--- config.mk ---
export PLATFORM = sky130hd
export DESIGN_NAME = seg7_scan_ctrl
export DESIGN_NICKNAME = d
export VERILOG_FILES = /design/src/rtl/seg7_scan_ctrl.sv
export SDC_FILE = /design/constraint.sdc
export NUM_CORES = 1
export LEC_CHECK = 0
export ABC_AREA = 1
export CORE_MARGIN = 2
export CORE_UTILIZATION = 40
export DETAILED_ROUTE_END_ITERATION = 10
export HOLD_SLACK_MARGIN = 0.12
export PLACE_DENSITY = 0.6
export SYNTH_ARGS = -nofsm -noshare
export SYNTH_HDL_FRONTEND = slang
export SYNTH_SLANG_ARGS = --single-unit
--- constraint.sdc ---
create_clock -name clk -period 4.7 [get_ports clk]
set_clock_uncertainty 0.15 [all_clocks]
set_input_delay 0.705 -clock clk [delete_from_list [all_inputs] [get_ports clk]]
set_output_delay 0.705 -clock clk [all_outputs]
set_load 0.02 [all_outputs]
--- src/rtl/seg7_scan_ctrl.sv ---
// Time-multiplexed scan controller for an 8-digit seven-segment display.
// Presents one BCD digit at a time with guard blanking, leading-zero suppression and frame-aligned loads.
module seg7_scan_ctrl #(
    parameter int SCAN_DIV    = 50000,
    parameter int NUM_DIGITS  = 8,
    parameter int GUARD       = 2,
    parameter int LZ_SUPPRESS = 1
) (
    input  logic        clk,
    input  logic        rst,
    input  logic        load,
    input  logic [31:0] value,
    output logic        load_ack,
    output logic [2:0]  digit_sel,
    output logic [3:0]  bcd,
    output logic        dec_en,
    output logic        frame_start,
    output logic        bad_digit
);

    localparam int CW = (SCAN_DIV > 1) ? $clog2(SCAN_DIV) : 1;

    logic [CW-1:0] cnt_q, cnt_d;
    logic [2:0]    idx_q, idx_d;
    logic [31:0]   shadow_q, shadow_d;
    logic [31:0]   pendingBuf_q, pendingBuf_d;
    logic          pending_q, pending_d;
    logic [3:0]    bcd_q, bcd_d;
    logic          decEn_q, decEn_d;
    logic          loadAck_q, loadAck_d;
    logic          frameStart_q, frameStart_d;
    logic          badDigit_q, badDigit_d;

    logic          wrap;
    logic          frameEntry;
    logic [3:0]    nib;
    logic [7:0]    zeroAbove;
    logic          runZero;
    logic          suppress;

    // Next-state logic; output registers are computed from the state being entered,
    // so every output lines up with the slot that starts on the same edge.
    always_comb begin
        wrap         = (cnt_q == CW'(SCAN_DIV - 1));
        cnt_d        = wrap ? '0 : cnt_q + CW'(1);
        idx_d        = idx_q;
        if (wrap) begin
            idx_d = (idx_q == 3'(NUM_DIGITS - 1)) ? 3'd0 : idx_q + 3'd1;
        end
        frameEntry   = wrap && (idx_d == 3'd0);

        shadow_d     = shadow_q;
        pendingBuf_d = pendingBuf_q;
        pending_d    = pending_q;
        if (frameEntry && pending_q) begin
            shadow_d  = pendingBuf_q;
            pending_d = 1'b0;
        end
        // A load in the commit cycle becomes the next pending value.
        if (load) begin
            pendingBuf_d = value;
            pending_d    = 1'b1;
        end

        zeroAbove = '0;
        runZero   = 1'b1;
        for (int k = 7; k >= 0; k--) begin
            if (k < NUM_DIGITS) begin
                runZero      = runZero && (shadow_d[k*4 +: 4] == 4'd0);
                zeroAbove[k] = runZero;
            end
        end

        nib          = shadow_d[{idx_d, 2'b00} +: 4];
        suppress     = (LZ_SUPPRESS != 0) && (idx_d != 3'd0) && zeroAbove[idx_d];
        bcd_d        = nib;
        decEn_d      = (int'(cnt_d) >= GUARD) && (nib <= 4'd9) && !suppress;
        loadAck_d    = frameEntry && pending_q;
        frameStart_d = frameEntry;
        badDigit_d   = badDigit_q || (wrap && (nib > 4'd9));
    end

    // State and output registers with synchronous reset.
    always_ff @(posedge clk) begin
        if (rst) begin
            cnt_q        <= '0;
            idx_q        <= 3'd0;
            shadow_q     <= '0;
            pendingBuf_q <= '0;
            pending_q    <= 1'b0;
            bcd_q        <= 4'd0;
            decEn_q      <= 1'b0;
            loadAck_q    <= 1'b0;
            frameStart_q <= 1'b0;
            badDigit_q   <= 1'b0;
        end else begin
            cnt_q        <= cnt_d;
            idx_q        <= idx_d;
            shadow_q     <= shadow_d;
            pendingBuf_q <= pendingBuf_d;
            pending_q    <= pending_d;
            bcd_q        <= bcd_d;
            decEn_q      <= decEn_d;
            loadAck_q    <= loadAck_d;
            frameStart_q <= frameStart_d;
            badDigit_q   <= badDigit_d;
        end
    end

    assign digit_sel   = idx_q;
    assign bcd         = bcd_q;
    assign dec_en      = decEn_q;
    assign load_ack    = loadAck_q;
    assign frame_start = frameStart_q;
    assign bad_digit   = badDigit_q;

endmodule

After elaboration in Yosys (flattened, before gate mapping). Cells that the tools add are included.

Add/subtract/negate cells: 2. Magnitude comparators: 4. Eq/ne operators: 2. Shifts and indexed selects: 1. Muxes and demuxes: 8. Reductions and logical operators: 26.

Operators by type and width (count): logical NOT 4 bit (8); 2-to-1 mux 32 bit (1); variable part select 32 x 6 -> 4 bit (1); adder 16 x 1 -> 16 bit, second input constant (1); == test 16 bit, second input constant (1); >= comparator 16 x 2 -> 1 bit, second input constant (1); 2-to-1 mux 16 bit (1); logical AND 1 bit (13); 2-to-1 mux 3 bit (2); > comparator 4 bit, second input constant (1); less-or-equal comparator 4 bit, second input constant (1); less-than comparator 3 x 4 -> 1 bit, second input constant (1); adder 3 x 1 -> 3 bit, second input constant (1); binary-select mux 1 bit (select 3 bit) (1); == test 3 bit, second input constant (1); logical NOT 3 bit (1); 2-to-1 mux 1 bit (3); nonzero test 3 bit (1); nonzero test 2 bit (1); logical NOT 1 bit (1); logical OR 1 bit (1).

Flip-flop bits (word level): 92. Logic and storage cells: 53.

Logic depth before layout (Yosys ltp).
Word-level depth: 20. Gate-level depth with buffers: 21. Mapped depth without buffers: 20.

Worst setup path after synthesis. OpenSTA, ideal clock, no wires.

Path kind: register to register. Start: register idx_q[0], in the netlist digit_sel[0]. End: register decEn_q, in the netlist dec_en. Library setup time: 0.115 ns. Data arrival time: 2.161 ns. Setup slack: 2.274 ns. Stages on the path, launching flop included: 19. Path buffers: 2. Period minus slack after synthesis: 2.426 ns. Cell sequence: dfxtp_1 ha_1 ha_1 nand3_1 nand2_4 nor2_8 buf_6 buf_8 nand4_1 nand2_1 nand2_1 nor2_2 nand2_1 nand2_1 nand3_1 nor2_1 nand2_1 nand2_1 nor2_1.

Word-level cells in the longest chain between the ends: 20. Elaborated cells between the ends (all ways): 32.

Ends and longest elaborated chain: start: declaration (RTL line 24) `logic [2:0] idx_q, idx_d;`; start signal: assignment (RTL line 98) `idx_q <= idx_d;`; adder 3 x 1 -> 3 bit or == test 3 bit (tied branches) (RTL line 48) `idx_d = (idx_q == 3'(NUM_DIGITS - 1)) ? 3'd0 : idx_q + 3'd1;`; 2-to-1 mux 3 bit (RTL line 48); 2-to-1 mux 3 bit (*) (RTL line 47) `if (wrap) begin`; logical NOT 3 bit (RTL line 50) `frameEntry = wrap && (idx_d == 3'd0);`; logical AND 1 bit (RTL line 50); logical AND 1 bit (RTL line 55) `if (frameEntry && pending_q) begin`; 2-to-1 mux 32 bit (RTL line 55); logical NOT 4 bit (RTL line 69) `runZero = runZero && (shadow_d[k*4 +: 4] == 4'd0);`; logical AND 1 bit (7 in a row) (RTL line 69); binary-select mux 1 bit (select 3 bit) (RTL line 75) `suppress = (LZ_SUPPRESS != 0) && (idx_d != 3'd0) && zeroAbove[idx_d];`; 2-to-1 mux 1 bit (not written as such) (RTL line 75); logical AND 1 bit (RTL line 75); logical NOT 1 bit (RTL line 77) `decEn_d = (int'(cnt_d) >= GUARD) && (nib <= 4'd9) && !suppress;`; logical AND 1 bit (*) (RTL line 77); end signal: assignment (RTL line 103) `decEn_q <= decEn_d;`; end: declaration (RTL line 29) `logic decEn_q, decEn_d;`.

Mark *: on every way between the ends. The rest lies on a longest branch, timed or not. The select of a mux whose other input is x is not followed. A chain may end at the register's enable or synchronous reset.

Worst setup path in the final report.
Start: register cnt_q[0]. End: register decEn_q, in the netlist dec_en.

Word-level cells in the longest chain between the ends: 19. Elaborated cells between the ends (all ways): 33.

Ends and longest elaborated chain: start: declaration (RTL line 23) `logic [CW-1:0] cnt_q, cnt_d;`; start signal: assignment (RTL line 97) `cnt_q <= cnt_d;`; == test 16 bit (RTL line 44) `wrap = (cnt_q == CW'(SCAN_DIV - 1));`; 2-to-1 mux 3 bit (RTL line 47); logical NOT 3 bit (RTL line 50); logical AND 1 bit (RTL line 50); logical AND 1 bit (RTL line 55); 2-to-1 mux 32 bit (RTL line 55); logical NOT 4 bit (RTL line 69); logical AND 1 bit (7 in a row) (RTL line 69); binary-select mux 1 bit (select 3 bit) (RTL line 75); 2-to-1 mux 1 bit (not written as such) (RTL line 75); logical AND 1 bit (RTL line 75); logical NOT 1 bit (RTL line 77); logical AND 1 bit (*) (RTL line 77).

Marks and branches as above.

==> flow_summary.yaml <==
run_status:
  status: "finished, final reports clean"
floorplan:
  io_pins: 46
  start_util_pct: 41.5
  die_width_um: 108
  rows: 37
  die_h_um: 108
  coreArea_mm2: 0.0104
  dieArea_mm2: 0.0116
flow_run:
  drv_cap: 0
sta:
  finalSetupViolations: 0
  fin_setup_tns_ns: 0
  fin_crit_sh_pct: 69.9
  max_clock_freq_ghz: 0.305
  tightestPinTransition_ns: 1.13
  slew-limit-headroom_pct: 24.3
  rsz0062_at_grt: "no"
  finalHoldViolCount: 0
  finalMaxSlewViolations: 0
  holdWs_ns: 0.319
  layout_min_cycle_time_ns: 3.28
clocking:
  cts_num_sinks: 92
  cts_tree: "done"
  cts.clk_slew.worst_paths_ns: 0.08
  htree_num_levels: 3
  insertion_delay_ns: 0.36
  root_buffer: "clkbuf_8"
  ctsHoldBuffers: 0
  cts_setup_buffers: 0
  ctsResizeCount: 0
  clockBufferDepth: 2
  cts_buffers: 9
global_route:
  gr-total-overflow: 0
  grt_usage_pct: 18.7
  grt_pass1_vias: 3690
  antenna_found_initial: 0
  grt_max_degree: 60
  grt_pass1_wl_um: 17300
synth:
  postSynthCellCount: 602
  synth.distinct_cells: 37
  synth-warning-count: 0
  synth.avg_cell_area_um2: 7.15
  syn_nets: 641
  synth-seq-cells: 92
  seq_area_frac_synth_pct: 42.8
  synth.cell_area_mm2: 0.00431
setup_path:
  startpoint_type: "register"
  r2r-start: "cnt_q[0]$_SDFF_PP0_"
  crit_top_cell: "nand2_1"
  worstPathMaxFanout: 29
  arrival_ns: 3.39
  crit_chain: "ha_1 > nand3_2 > nor2_4 > nand2_4 > nand2_4 > nand2_4 > nor2_8 > nand3_4 > nand2_1 > nand2_1 > nor2_1 > nand3_1 > nand2_1 > nand3_1 > nor2_1 > nand2_1 > nand2_1 > nor2_1"
  reg2regPathDepth: 18
  critical_path_class: "register to register"
  r2r_end: "dec_en$_SDFF_PP0_"
  crit_path_top_delay_cell: "nor2_8"
  endpoint_kind: "register"
  cp.required_ns: 4.81
  critPathMaxStageDelay_ns: 0.43
  timing.critical_path.buf_inv: 0
  rrSetupSlack_ns: 1.42
  path_delay_family: "simple AND/OR/NAND/NOR gates"
detailed_routing:
  via_count: 3791
  finalWirelength_um: 9810
  drc: 0
  routed_via_density: 4.91
  drt_iter0_markers: 225
  wl_per_cell_um: 12.7
  postRouteAntennaNets: 0
  drt_first_pass_iters: 4
layout:
  areaGrowthSynthToFinish_pct: 15.5
  drive_gt1_share_pct: 7.86
  final_net_count: 670
  fin_cells: 772
  antennaDiodeCount: 0
  final_cell_mix: "116 x nand2_1, 116 x nor2_1, 92 x dfxtp_1"
  stdcell_area_mm2: 0.00497
power_and_ir_drop:
  ir_drop_v: 0.000162
  power_mw: 1.44
  cellPowerDensity_mw_per_mm2: 290
  p_leak_nw: 2.24
min_path:
  worstHoldPathCells: 2
  hold_path.class: "register to register"
  worst_hold_startpoint: "pendingBuf_q[25]$_SDFFE_PP0P_"
  min_to: "pendingBuf_q[25]$_SDFFE_PP0P_"
place:
  gp_congestion: 0.908
  hpwl_um: 6960
  dpl.cell_count: 756
  place.port_buffers: 45
  dpl_cell_area_mm2: 0.00478
[worst max path at each step]
stage | start | endpoint | slack, ns | cells past startpoint
2_1_floorplan | digit_sel[0]$_SDFF_PP0_ | dec_en$_SDFF_PP0_ | 2.27 | 18
3_3_place_gp | cnt_q[0]$_SDFF_PP0_ | dec_en$_SDFF_PP0_ | 1.52 | 18
3_5_place_dp | cnt_q[0]$_SDFF_PP0_ | dec_en$_SDFF_PP0_ | 1.43 | 18
4_1_cts | cnt_q[0]$_SDFF_PP0_ | dec_en$_SDFF_PP0_ | 1.41 | 18
5_1_grt | cnt_q[0]$_SDFF_PP0_ | dec_en$_SDFF_PP0_ | 1.05 | 18
6_report | cnt_q[0]$_SDFF_PP0_ | dec_en$_SDFF_PP0_ | 1.42 | 18
[worst min-delay path, stage by stage, from the launching register on]
cell and delay, ns:
dfxtp_1 0.30, inv_1 0.06, a21oi_1 0.06
[registers in the layout, summed over array words and instances, names as in the netlist]
| name | count |
|---|---|
| bad_digit | 1 |
| bcd | 4 |
| cnt_q | 16 |
| dec_en | 1 |
| digit_sel | 3 |
| frame_start | 1 |
| load_ack | 1 |
| pendingBuf_q | 32 |
| pending_q | 1 |
| shadow_q | 32 |
[kinds of logic (layout without fill, tap and decap cells)]
| kind of cell | Yosys count | in the layout | share of synthesized area [%] |
|---|---|---|---|
| AND/OR/NAND/NOR | 345 | 345 | 37.6 |
| XOR/XNOR | 5 | 5 | 1.02 |
| adder cells (fa/ha/maj) | 4 | 4 | 1.16 |
| AO/OA/AOI/OAI | 76 | 76 | 9.15 |
| buffers and inverters | 80 | 114 | 8.25 |
| flip-flops | 92 | 92 | 42.8 |
[synth_stat cells]
| master | n | area, µm² |
|---|---|---|
| buf_8 | 2 | 30.0 |
| ha_1 | 4 | 50.1 |
| nand2_2 | 5 | 31.3 |
| nand4_1 | 24 | 150 |
| o211a_1 | 1 | 10.0 |
| a31oi_1 | 2 | 12.5 |
| dfxtp_1 | 92 | 1840 |
| o21ai_0 | 41 | 205 |
| inv_1 | 45 | 169 |
| nor3b_1 | 1 | 7.51 |
| xnor2_1 | 1 | 8.76 |
| nand3_2 | 1 | 10.0 |
| nor2_1 | 116 | 435 |
| nor2_4 | 3 | 33.8 |
| nor3_1 | 3 | 15.0 |
| buf_2 | 8 | 40.0 |
| or2_2 | 3 | 18.8 |
| nand3b_1 | 1 | 7.51 |
| nand4_2 | 6 | 75.1 |
| nand3_4 | 1 | 17.5 |
| a21oi_1 | 29 | 145 |
| xor2_1 | 4 | 35.0 |
| clkbuf_1 | 17 | 63.8 |
| buf_6 | 3 | 33.8 |
| o21ai_1 | 1 | 5.00 |
| and2_1 | 7 | 43.8 |
| nand3_1 | 49 | 245 |
| nor2_8 | 1 | 20.0 |
| buf_1 | 1 | 3.75 |
| nor2_2 | 2 | 12.5 |
| inv_2 | 4 | 15.0 |
| a31o_2 | 1 | 8.76 |
| nand2_4 | 4 | 45.0 |
| nor4_1 | 1 | 6.26 |
| nor3_2 | 1 | 10.0 |
| nand2_1 | 116 | 435 |
| o211ai_1 | 1 | 7.51 |
[stage by stage]
step | worst slack (ns) | utilization, %
after floorplan | 2.27 | -
after global placement | 1.52 | 46.1
after detailed placement | 1.43 | 46.1
after CTS | 1.41 | 48.0
after global routing | 1.05 | 48.0
final | 1.42 | 48.0
[area by class of cell]
class	instances	area, µm²
Timing Repair Buffer	49	475
Sequential cell	92	1840
Clock inverter	3	46.3
Tap cell	136	170
Fill cell	1073	5400
Inverter	49	184
Clock buffer	13	149
Multi-Input combinational cell	430	2110
[where the power goes]
group | total, mW | internal, mW | leakage, nW | switching (mW)
Sequential | 0.814 | 0.802 | 0.751 | 0.0120
Combinational | 0.0955 | 0.0445 | 1.39 | 0.0510
Clock | 0.532 | 0.262 | 0.0938 | 0.270
[metal layers]
metal	GRT usage, %	part of all wire (%)
met1	23.9	47
met2	30.6	46
met3	3.51	4.1
met4	8.61	2.5
met5	0	0
Note: power is estimated with default switching activity, not from simulation.
